--- src/rtl/seqgen.sv ---
// seqgen: parallel-load, MSB-first serial sequence generator with start/busy/done handshake.
// Optional SEQGEN_REPEAT_EN adds a repeat_i input that replays the captured pattern without a gap.
module seqgen #(
    parameter int WIDTH = 15,
    parameter int LEN_W = 4
) (
    input  logic             CLK,
    input  logic             RST,
    input  logic             start,
    input  logic [WIDTH-1:0] data,
    input  logic [LEN_W-1:0] len,
`ifdef SEQGEN_REPEAT_EN
    input  logic             repeat_i,
`endif
    output logic             x,
    output logic             valid,
    output logic             busy,
    output logic             done
);

    typedef enum logic [1:0] {
        IDLE  = 2'd0,
        SHIFT = 2'd1,
        DONE  = 2'd2
    } state_t;

    localparam logic [LEN_W-1:0] WMAX = LEN_W'(WIDTH);

    state_t             state_q, state_d;
    logic [WIDTH-1:0]   shreg_q, shreg_d;
    logic [LEN_W-1:0]   cnt_q,   cnt_d;
    logic [LEN_W-1:0]   eff_m1;
`ifdef SEQGEN_REPEAT_EN
    logic [WIDTH-1:0]   pat_q,   pat_d;
    logic [LEN_W-1:0]   rld_q,   rld_d;
`endif

    // Zero or oversize length means "send the whole register".
    always_comb begin
        if (len == '0 || len > WMAX) begin
            eff_m1 = WMAX - LEN_W'(1);
        end else begin
            eff_m1 = len - LEN_W'(1);
        end
    end

    always_ff @(posedge CLK or negedge RST) begin
        if (!RST) begin
            state_q <= IDLE;
            shreg_q <= '0;
            cnt_q   <= '0;
`ifdef SEQGEN_REPEAT_EN
            pat_q   <= '0;
            rld_q   <= '0;
`endif
        end else begin
            state_q <= state_d;
            shreg_q <= shreg_d;
            cnt_q   <= cnt_d;
`ifdef SEQGEN_REPEAT_EN
            pat_q   <= pat_d;
            rld_q   <= rld_d;
`endif
        end
    end

    always_comb begin
        state_d = state_q;
        shreg_d = shreg_q;
        cnt_d   = cnt_q;
`ifdef SEQGEN_REPEAT_EN
        pat_d   = pat_q;
        rld_d   = rld_q;
`endif
        case (state_q)
            IDLE: begin
                if (start) begin
                    shreg_d = data;
                    cnt_d   = eff_m1;
                    state_d = SHIFT;
`ifdef SEQGEN_REPEAT_EN
                    pat_d   = data;
                    rld_d   = eff_m1;
`endif
                end
            end
            SHIFT: begin
                if (cnt_q != '0) begin
                    shreg_d = shreg_q << 1;
                    cnt_d   = cnt_q - LEN_W'(1);
                end else begin
`ifdef SEQGEN_REPEAT_EN
                    if (repeat_i) begin
                        shreg_d = pat_q;
                        cnt_d   = rld_q;
                    end else begin
                        state_d = DONE;
                    end
`else
                    state_d = DONE;
`endif
                end
            end
            DONE:    state_d = IDLE;
            default: state_d = IDLE;
        endcase
    end

    // Outputs decode only registered state, so reset clears them without waiting for an edge.
    always_comb begin
        x     = 1'b0;
        valid = 1'b0;
        busy  = 1'b0;
        done  = 1'b0;
        case (state_q)
            SHIFT: begin
                x     = shreg_q[WIDTH-1];
                valid = 1'b1;
                busy  = 1'b1;
            end
            DONE: begin
                done  = 1'b1;
                busy  = 1'b1;
            end
            default: ;
        endcase
    end

endmodule

--- config.mk ---
export PLATFORM = sky130hd
export DESIGN_NAME = seqgen
export DESIGN_NICKNAME = d
export VERILOG_FILES = /design/src/rtl/seqgen.sv
export SDC_FILE = /design/constraint.sdc
export NUM_CORES = 1
export LEC_CHECK = 0
export CAP_MARGIN = 20
export CORE_UTILIZATION = 51
export DETAILED_ROUTE_END_ITERATION = 10
export PLACE_DENSITY_LB_ADDON = 0.2
export SETUP_SLACK_MARGIN = 0.05
export SLEW_MARGIN = 10
export SYNTH_ARGS = -nofsm -noshare
export SYNTH_HDL_FRONTEND = slang
export SYNTH_SLANG_ARGS = --single-unit
--- constraint.sdc ---
create_clock -name CLK -period 3.38 [get_ports CLK]
set_clock_uncertainty 0.1 [all_clocks]
set_input_delay 0.676 -clock CLK [delete_from_list [all_inputs] [get_ports CLK]]
set_output_delay 0.676 -clock CLK [all_outputs]
set_load 0.05 [all_outputs]
==> impl_metrics.env, run 1 <==
export IMPL_status="completed"
export IMPL_numCtsBuffers=3
export IMPL_n_antenna_cell=0
export IMPL_final_common_cell="clkdlybuf4s50_1"
export IMPL_grt_util_all_layers_pct=18.3
export IMPL_cp_arrival_ns=1.85
export IMPL_cts_root_buffer="clkbuf_4"
export IMPL_dr_first_iter_drc_count=7
export IMPL_slew_headroom_pct=36.2
export IMPL_grt_pass1_wl_mm=3.65
export IMPL_crit_required_ns=2.60
export IMPL_drt_pass1_iter_count=4
export IMPL_synth_seq_cells=21
export IMPL_final_cells=157
export IMPL_synthesis_instances=103
export IMPL_synth_area_sq_um=1300
export IMPL_htree_levels=1
export IMPL_cts_tree="yes"
export IMPL_insertion_delay_ns=0.30
export IMPL_finalHoldWorstSlack_ns=0.416
export IMPL_ys_types=35
export IMPL_cts_hold_fix_buffers=0
export IMPL_grt_max_degree=28
export IMPL_clock_path_buffers=2
export IMPL_clock_fmax_mhz=381
export IMPL_dpl_hpwl_mm=1.61
export IMPL_design_core_area_sq_um=2300
export IMPL_overflow=0
export IMPL_antenna_left=0
export IMPL_drive_above_1_share_pct=30.2
export IMPL_path_clk_slew_ns=0.12
export IMPL_cp_slowest_cell="clkdlybuf4s50_1"
export IMPL_fin_tns_setup_ns=0
export IMPL_io_pins=26
export IMPL_cts_sinks=21
export IMPL_tightestPinTransition_ns=0.955
export IMPL_cp_buffers_inverters=2
export IMPL_worstSetupStartpointType="flip-flop"
export IMPL_vias=838
export IMPL_dp_cells=153
export IMPL_total_leakage_power_nw=0.685
export IMPL_dp_slack_ns=0.877
export IMPL_ctsResizeCount=0
export IMPL_drt_vias_per_instance=5.34
export IMPL_die_h_um=52.4
export IMPL_worstPathMaxFanout=3
export IMPL_critical_path_top_delay_family="buffers and inverters"
export IMPL_die_w_um=52.4
export IMPL_final_util_pct=68.8
export IMPL_cts_setup_buffers=0
export IMPL_syn_avg_cell_area_sq_um=12.6
export IMPL_final_cell_mix="24 x clkdlybuf4s50_1, 22 x mux2_2, 21 x dfrtp_1, 9 x inv_1, 8 x mux2_4"
export IMPL_antenna_found_initial=0
export IMPL_min_period_over_period_pct=77.7
export IMPL_peakVddDrop_uv=601
export IMPL_rsz0062_at_grt="no"
export IMPL_power_density_nw_per_um2=943
export IMPL_yosys_warnings=0
export IMPL_rows=17
export IMPL_post_route_min_period_ns=2.62
export IMPL_dieArea_sq_um=2750
export IMPL_final_net_count=158
export IMPL_place_gp_congestion=0.780
export IMPL_max_cap_viol_count=0
export IMPL_drv_slew=0
export IMPL_path_class="flip-flop to output pin"
export IMPL_start_util_pct=56.4
export IMPL_numPortBuffers=25
export IMPL_crit_path_end_kind="output pin"
export IMPL_wl_per_cell_um=14.0
export IMPL_setup_viol=0
export IMPL_cp_cell_sequence="inv_1, ha_1, clkdlybuf4s50_1"
export IMPL_grt_pass1_vias=840
export IMPL_area_growth_pct=21.9
export IMPL_route_detailed_drc=0
export IMPL_hold_path_class="flip-flop to flip-flop"
export IMPL_setup_ws_ns=0.755
export IMPL_yosysSeqAreaShare_pct=40.5
export IMPL_wirelength_mm=2.20
export IMPL_syn_nets=131
export IMPL_critPathMaxStageDelay_ns=0.79
export IMPL_hold_viol=0
==> metal layers <==
metal / up-vias / track usage [%] / part of all wire, %
li1: 428 / - / -
met1: 396 / 23.8 / 48
met2: 14 / 30.8 / 49
met3: 0 / 3.48 / 2.7
met4: 0 / 5.26 / 0
met5: - / 0 / 0
==> sequential cells by signal, indices dropped and copies added (netlist names) <==
signal,count
cnt_q,4
shreg_q,15
state_q,2
==> cells by family (layout without fill, tap and decap cells) <==
logic type      after synthesis  after routing  synth area share (%)
flops                        21             21                  40.5
fa+ha+maj                     6              6                  5.79
compound gates               14             14                  8.59
xor+xnor                      1              1                 0.676
simple gates                 15             15                  8.21
mux                          33             33                  31.1
buf+inv                      13             39                  5.12
==> synth_stat cells <==
library cell,n,share of area (%)
nand3_1,2,0.77
nor3b_4,1,1.4
xnor2_1,1,0.68
mux2_1,1,0.87
o211ai_1,1,0.58
buf_6,2,1.7
a21oi_4,1,1.3
nor2_1,2,0.58
mux2i_1,1,0.77
o31a_1,1,0.68
a211o_1,2,1.4
nor3_1,1,0.39
or3b_1,1,0.68
and2_1,1,0.48
nor2b_1,1,0.48
mux2i_2,1,1.1
ha_1,6,5.8
inv_1,9,2.6
mux2_2,22,19
dfrtp_1,21,41
o21bai_1,1,0.58
nand4b_1,1,0.68
nor3b_1,1,0.58
o21ai_0,2,0.77
nand2_1,1,0.29
o41ai_1,1,0.68
a21o_1,1,0.58
a21oi_1,2,0.77
or4b_2,1,0.77
buf_2,2,0.77
nand3b_1,1,0.58
a2111oi_0,1,0.68
mux2_4,8,9.3
o22a_1,1,0.68
nor4_1,1,0.48
==> per-stage QoR <==
step / total power [mW] / cell area, sq um
floorplan: 1.23 / 1300
global placement: 1.35 / 1550
detailed placement: 1.38 / 1550
CTS: 1.50 / 1580
global route: 1.59 / 1580
finish: 1.49 / 1580
==> final cells by class <==
cell class	count	area [sq um]
repair buffers	26	255
well taps	28	35.0
clock buffers	4	26.3
fillers	195	717
inverters	9	33.8
flip-flops and latches	21	526
multi-input cells	69	704
==> worst paths after layout <==
path,slack (ns),to,start,cells after the start
worst min-delay path,0.42,shreg_q[14]$_DFFE_PN0P_,shreg_q[14]$_DFFE_PN0P_,1
worst min register to register,0.42,shreg_q[14]$_DFFE_PN0P_,shreg_q[14]$_DFFE_PN0P_,1
max in group asynchronous,1.81,cnt_q[1]$_DFFE_PN0P_,RST,1
worst max-delay path,0.76,busy,state_q[1]$_DFFE_PN0P_,3
min in group asynchronous,0.80,state_q[0]$_DFFE_PN0P_,RST,1
worst max register to register,1.01,shreg_q[5]$_DFFE_PN0P_,state_q[1]$_DFFE_PN0P_,6
==> power breakdown <==
| group | switching [mW] | leakage, nW | total [mW] | internal [mW] |
|---|---|---|---|---|
| Combinational | 0.415 | 0.420 | 0.894 | 0.479 |
| Clock | 0.0746 | 0.0150 | 0.121 | 0.0459 |
| Sequential | 0.0910 | 0.251 | 0.476 | 0.385 |
Note: power is estimated with default switching activity, not from simulation.
==> inputs of run 2 (changes only) <==
--- a/config.mk
+++ b/config.mk
@@ -6,7 +6,7 @@
 export NUM_CORES = 1
 export LEC_CHECK = 0
 export CAP_MARGIN = 20
-export CORE_UTILIZATION = 51
+export CORE_UTILIZATION = 46
 export DETAILED_ROUTE_END_ITERATION = 10
 export PLACE_DENSITY_LB_ADDON = 0.2
 export SETUP_SLACK_MARGIN = 0.05
==> constraint.sdc (replaced) <==
create_clock -name CLK -period 2.2 [get_ports CLK]
set_clock_uncertainty 0.1 [all_clocks]
set_input_delay 0.44 -clock CLK [delete_from_list [all_inputs] [get_ports CLK]]
set_output_delay 0.44 -clock CLK [all_outputs]
set_load 0.05 [all_outputs]
==> impl_metrics.env, run 2 (synthesized netlist as in run 1, its figures left out) <==
export IMPL_area_growth_pct=28.4
export IMPL_drive_above_1_share_pct=36.6
export IMPL_cp_buffers_inverters=3
export IMPL_peakVddDrop_uv=1330
export IMPL_n_antenna_cell=0
export IMPL_grt_max_degree=22
export IMPL_grt_pass1_vias=904
export IMPL_drt_vias_per_instance=5.43
export IMPL_cts_sinks=21
export IMPL_grt_pass1_wl_mm=3.94
export IMPL_setup_viol=0
export IMPL_power_density_nw_per_um2=1480
export IMPL_crit_required_ns=1.66
export IMPL_clock_fmax_mhz=494
export IMPL_largest_reg_flops=15
export IMPL_largest_register="shreg_q"
export IMPL_cp_arrival_ns=1.48
export IMPL_critical_path_top_delay_family="buffers and inverters"
export IMPL_cts_hold_fix_buffers=0
export IMPL_wirelength_mm=2.30
export IMPL_status="completed"
export IMPL_rows=18
export IMPL_p_comb_share_pct=62.9
export IMPL_final_common_cell="mux2_2"
export IMPL_fin_tns_setup_ns=0
export IMPL_crit_start="state_q[1]$_DFFE_PN0P_"
export IMPL_total_leakage_power_nw=0.726
export IMPL_worstPathMaxFanout=13
export IMPL_overflow=0
export IMPL_finalHoldWorstSlack_ns=0.368
export IMPL_cp_num_cells=4
export IMPL_htree_levels=1
export IMPL_final_cell_mix="22 x mux2_2, 21 x dfrtp_1, 21 x clkdlybuf4s50_1, 9 x inv_1, 8 x mux2_4"
export IMPL_r2r_start="state_q[0]$_DFFE_PN0P_"
export IMPL_p_sw_mw=0.937
export IMPL_endpoint="valid"
export IMPL_rsz0062_at_grt="no"
export IMPL_post_route_min_period_ns=2.02
export IMPL_numCtsBuffers=3
export IMPL_dpl_hpwl_mm=1.76
export IMPL_hold_viol=0
export IMPL_sequentialPowerShare_pct=29.7
export IMPL_intPower_mw=1.53
export IMPL_r2r_slack_ns=0.36
export IMPL_numPortBuffers=25
export IMPL_insertion_delay_ns=0.30
export IMPL_critPathMaxStageDelay_ns=0.41
export IMPL_tightestPinTransition_ns=0.350
export IMPL_path_class="flip-flop to output pin"
export IMPL_io_pins=26
export IMPL_dr_first_iter_drc_count=8
export IMPL_antenna_found_initial=0
export IMPL_drt_pass1_iter_count=4
export IMPL_r2r_end="cnt_q[0]$_DFFE_PN0P_"
export IMPL_antenna_left=0
export IMPL_wl_per_cell_um=14.0
export IMPL_biggestRegsByFlops="shreg_q: 15 flops, cnt_q: 4 flops, state_q: 2 flops"
export IMPL_drv_slew=0
export IMPL_grt_util_all_layers_pct=18.7
export IMPL_place_gp_congestion=0.830
export IMPL_cts_setup_buffers=0
export IMPL_hold_path_class="input pin to async pin"
export IMPL_slew_headroom_pct=76.1
export IMPL_rr_worst_depth=6
export IMPL_switching_share_pct=37.9
export IMPL_design_core_area_sq_um=2570
export IMPL_path_clk_slew_ns=0.11
export IMPL_clkPwrFrac_pct=7.4
export IMPL_cp_cell_sequence="inv_1, ha_4, buf_4, buf_12"
export IMPL_crit_path_end_kind="output pin"
export IMPL_route_detailed_drc=0
export IMPL_worstSetupStartpointType="flip-flop"
export IMPL_vias=891
export IMPL_die_h_um=55.1
export IMPL_cts_root_buffer="clkbuf_4"
export IMPL_die_w_um=55.1
export IMPL_cp_slowest_cell="dfrtp_1"
export IMPL_cts_tree="yes"
export IMPL_min_period_over_period_pct=92.0
export IMPL_final_net_count=163
export IMPL_start_util_pct=50.5
export IMPL_dieArea_sq_um=3030
export IMPL_max_cap_viol_count=0
export IMPL_fillers=216
export IMPL_clock_path_buffers=2
run 2: cell count changes in the layout (fill, tap and decap cells not counted), sizes merged:
cell	before	now
buf	2	10
clkdlybuf4s50	24	21
run 2: layout make-up:
class	instances	area, sq um	area share (%)
clock buffers	4	26.3	1.58
repair buffers	31	323	19.4
inverters	9	33.8	2.03
flip-flops and latches	21	526	31.6
well taps	30	37.5	2.26
multi-input cells	69	718	43.2
run 2: metal layers:
layer | GRT usage, % | share of wire, % | vias up
met5 | 0 | 0 | -
met3 | 2.46 | 3.9 | 4
met1 | 23.6 | 49 | 424
li1 | - | - | 437
met2 | 32.1 | 46 | 26
met4 | 7.50 | 1.4 | 0
run 2: worst register-to-register path: cells and delay by family (launching register included):
kind,cells,cell delay [ns]
AO/OA/AOI/OAI,2,0.33
flip-flops,1,0.44
buffers and inverters,2,0.32
adder cells (fa/ha/maj),1,0.23
multiplexers,1,0.32
run 2: power groups by stage:
| stage | Sequential [mW] | Combinational (mW) | Clock [mW] |
|---|---|---|---|
| CTS | 0.730 | 1.56 | 0.193 |
| finish | 0.735 | 1.55 | 0.182 |
| global route | 0.763 | 1.69 | 0.208 |
| floorplan | 0.696 | 1.20 | 0 |
| detailed placement | 0.736 | 1.55 | 0 |
| global placement | 0.728 | 1.51 | 0 |
run 2: worst min-delay path by stage:
stage                               to  slack (ns)
2_1_floorplan     cnt_q[0]$_DFFE_PN0P_        0.04
3_3_place_gp   shreg_q[14]$_DFFE_PN0P_        0.38
3_5_place_dp   shreg_q[14]$_DFFE_PN0P_        0.39
4_1_cts           cnt_q[3]$_DFFE_PN0P_        0.37
5_1_grt         state_q[0]$_DFFE_PN0P_        0.41
6_report        shreg_q[4]$_DFFE_PN0P_        0.37
run 2: what timing repair did:
| item | in CTS | in global routing |
|---|---|---|
| resized for setup | 0 | 1 |
| hold endpoints to repair | 0 | 0 |
| setup endpoints to repair | 0 | 1 |
run 2: stage by stage:
step	cell area [sq um]	instances	power [mW]	util [%]	setup slack, ns
after floorplan	1300	103	1.89	-	0.147
after global placement	1630	160	2.24	63.4	0.225
after detailed placement	1630	160	2.29	63.4	0.186
after CTS	1650	164	2.48	64.4	0.0620
after global routing	1660	164	2.66	64.8	0.0791
final	1660	164	2.47	64.8	0.177
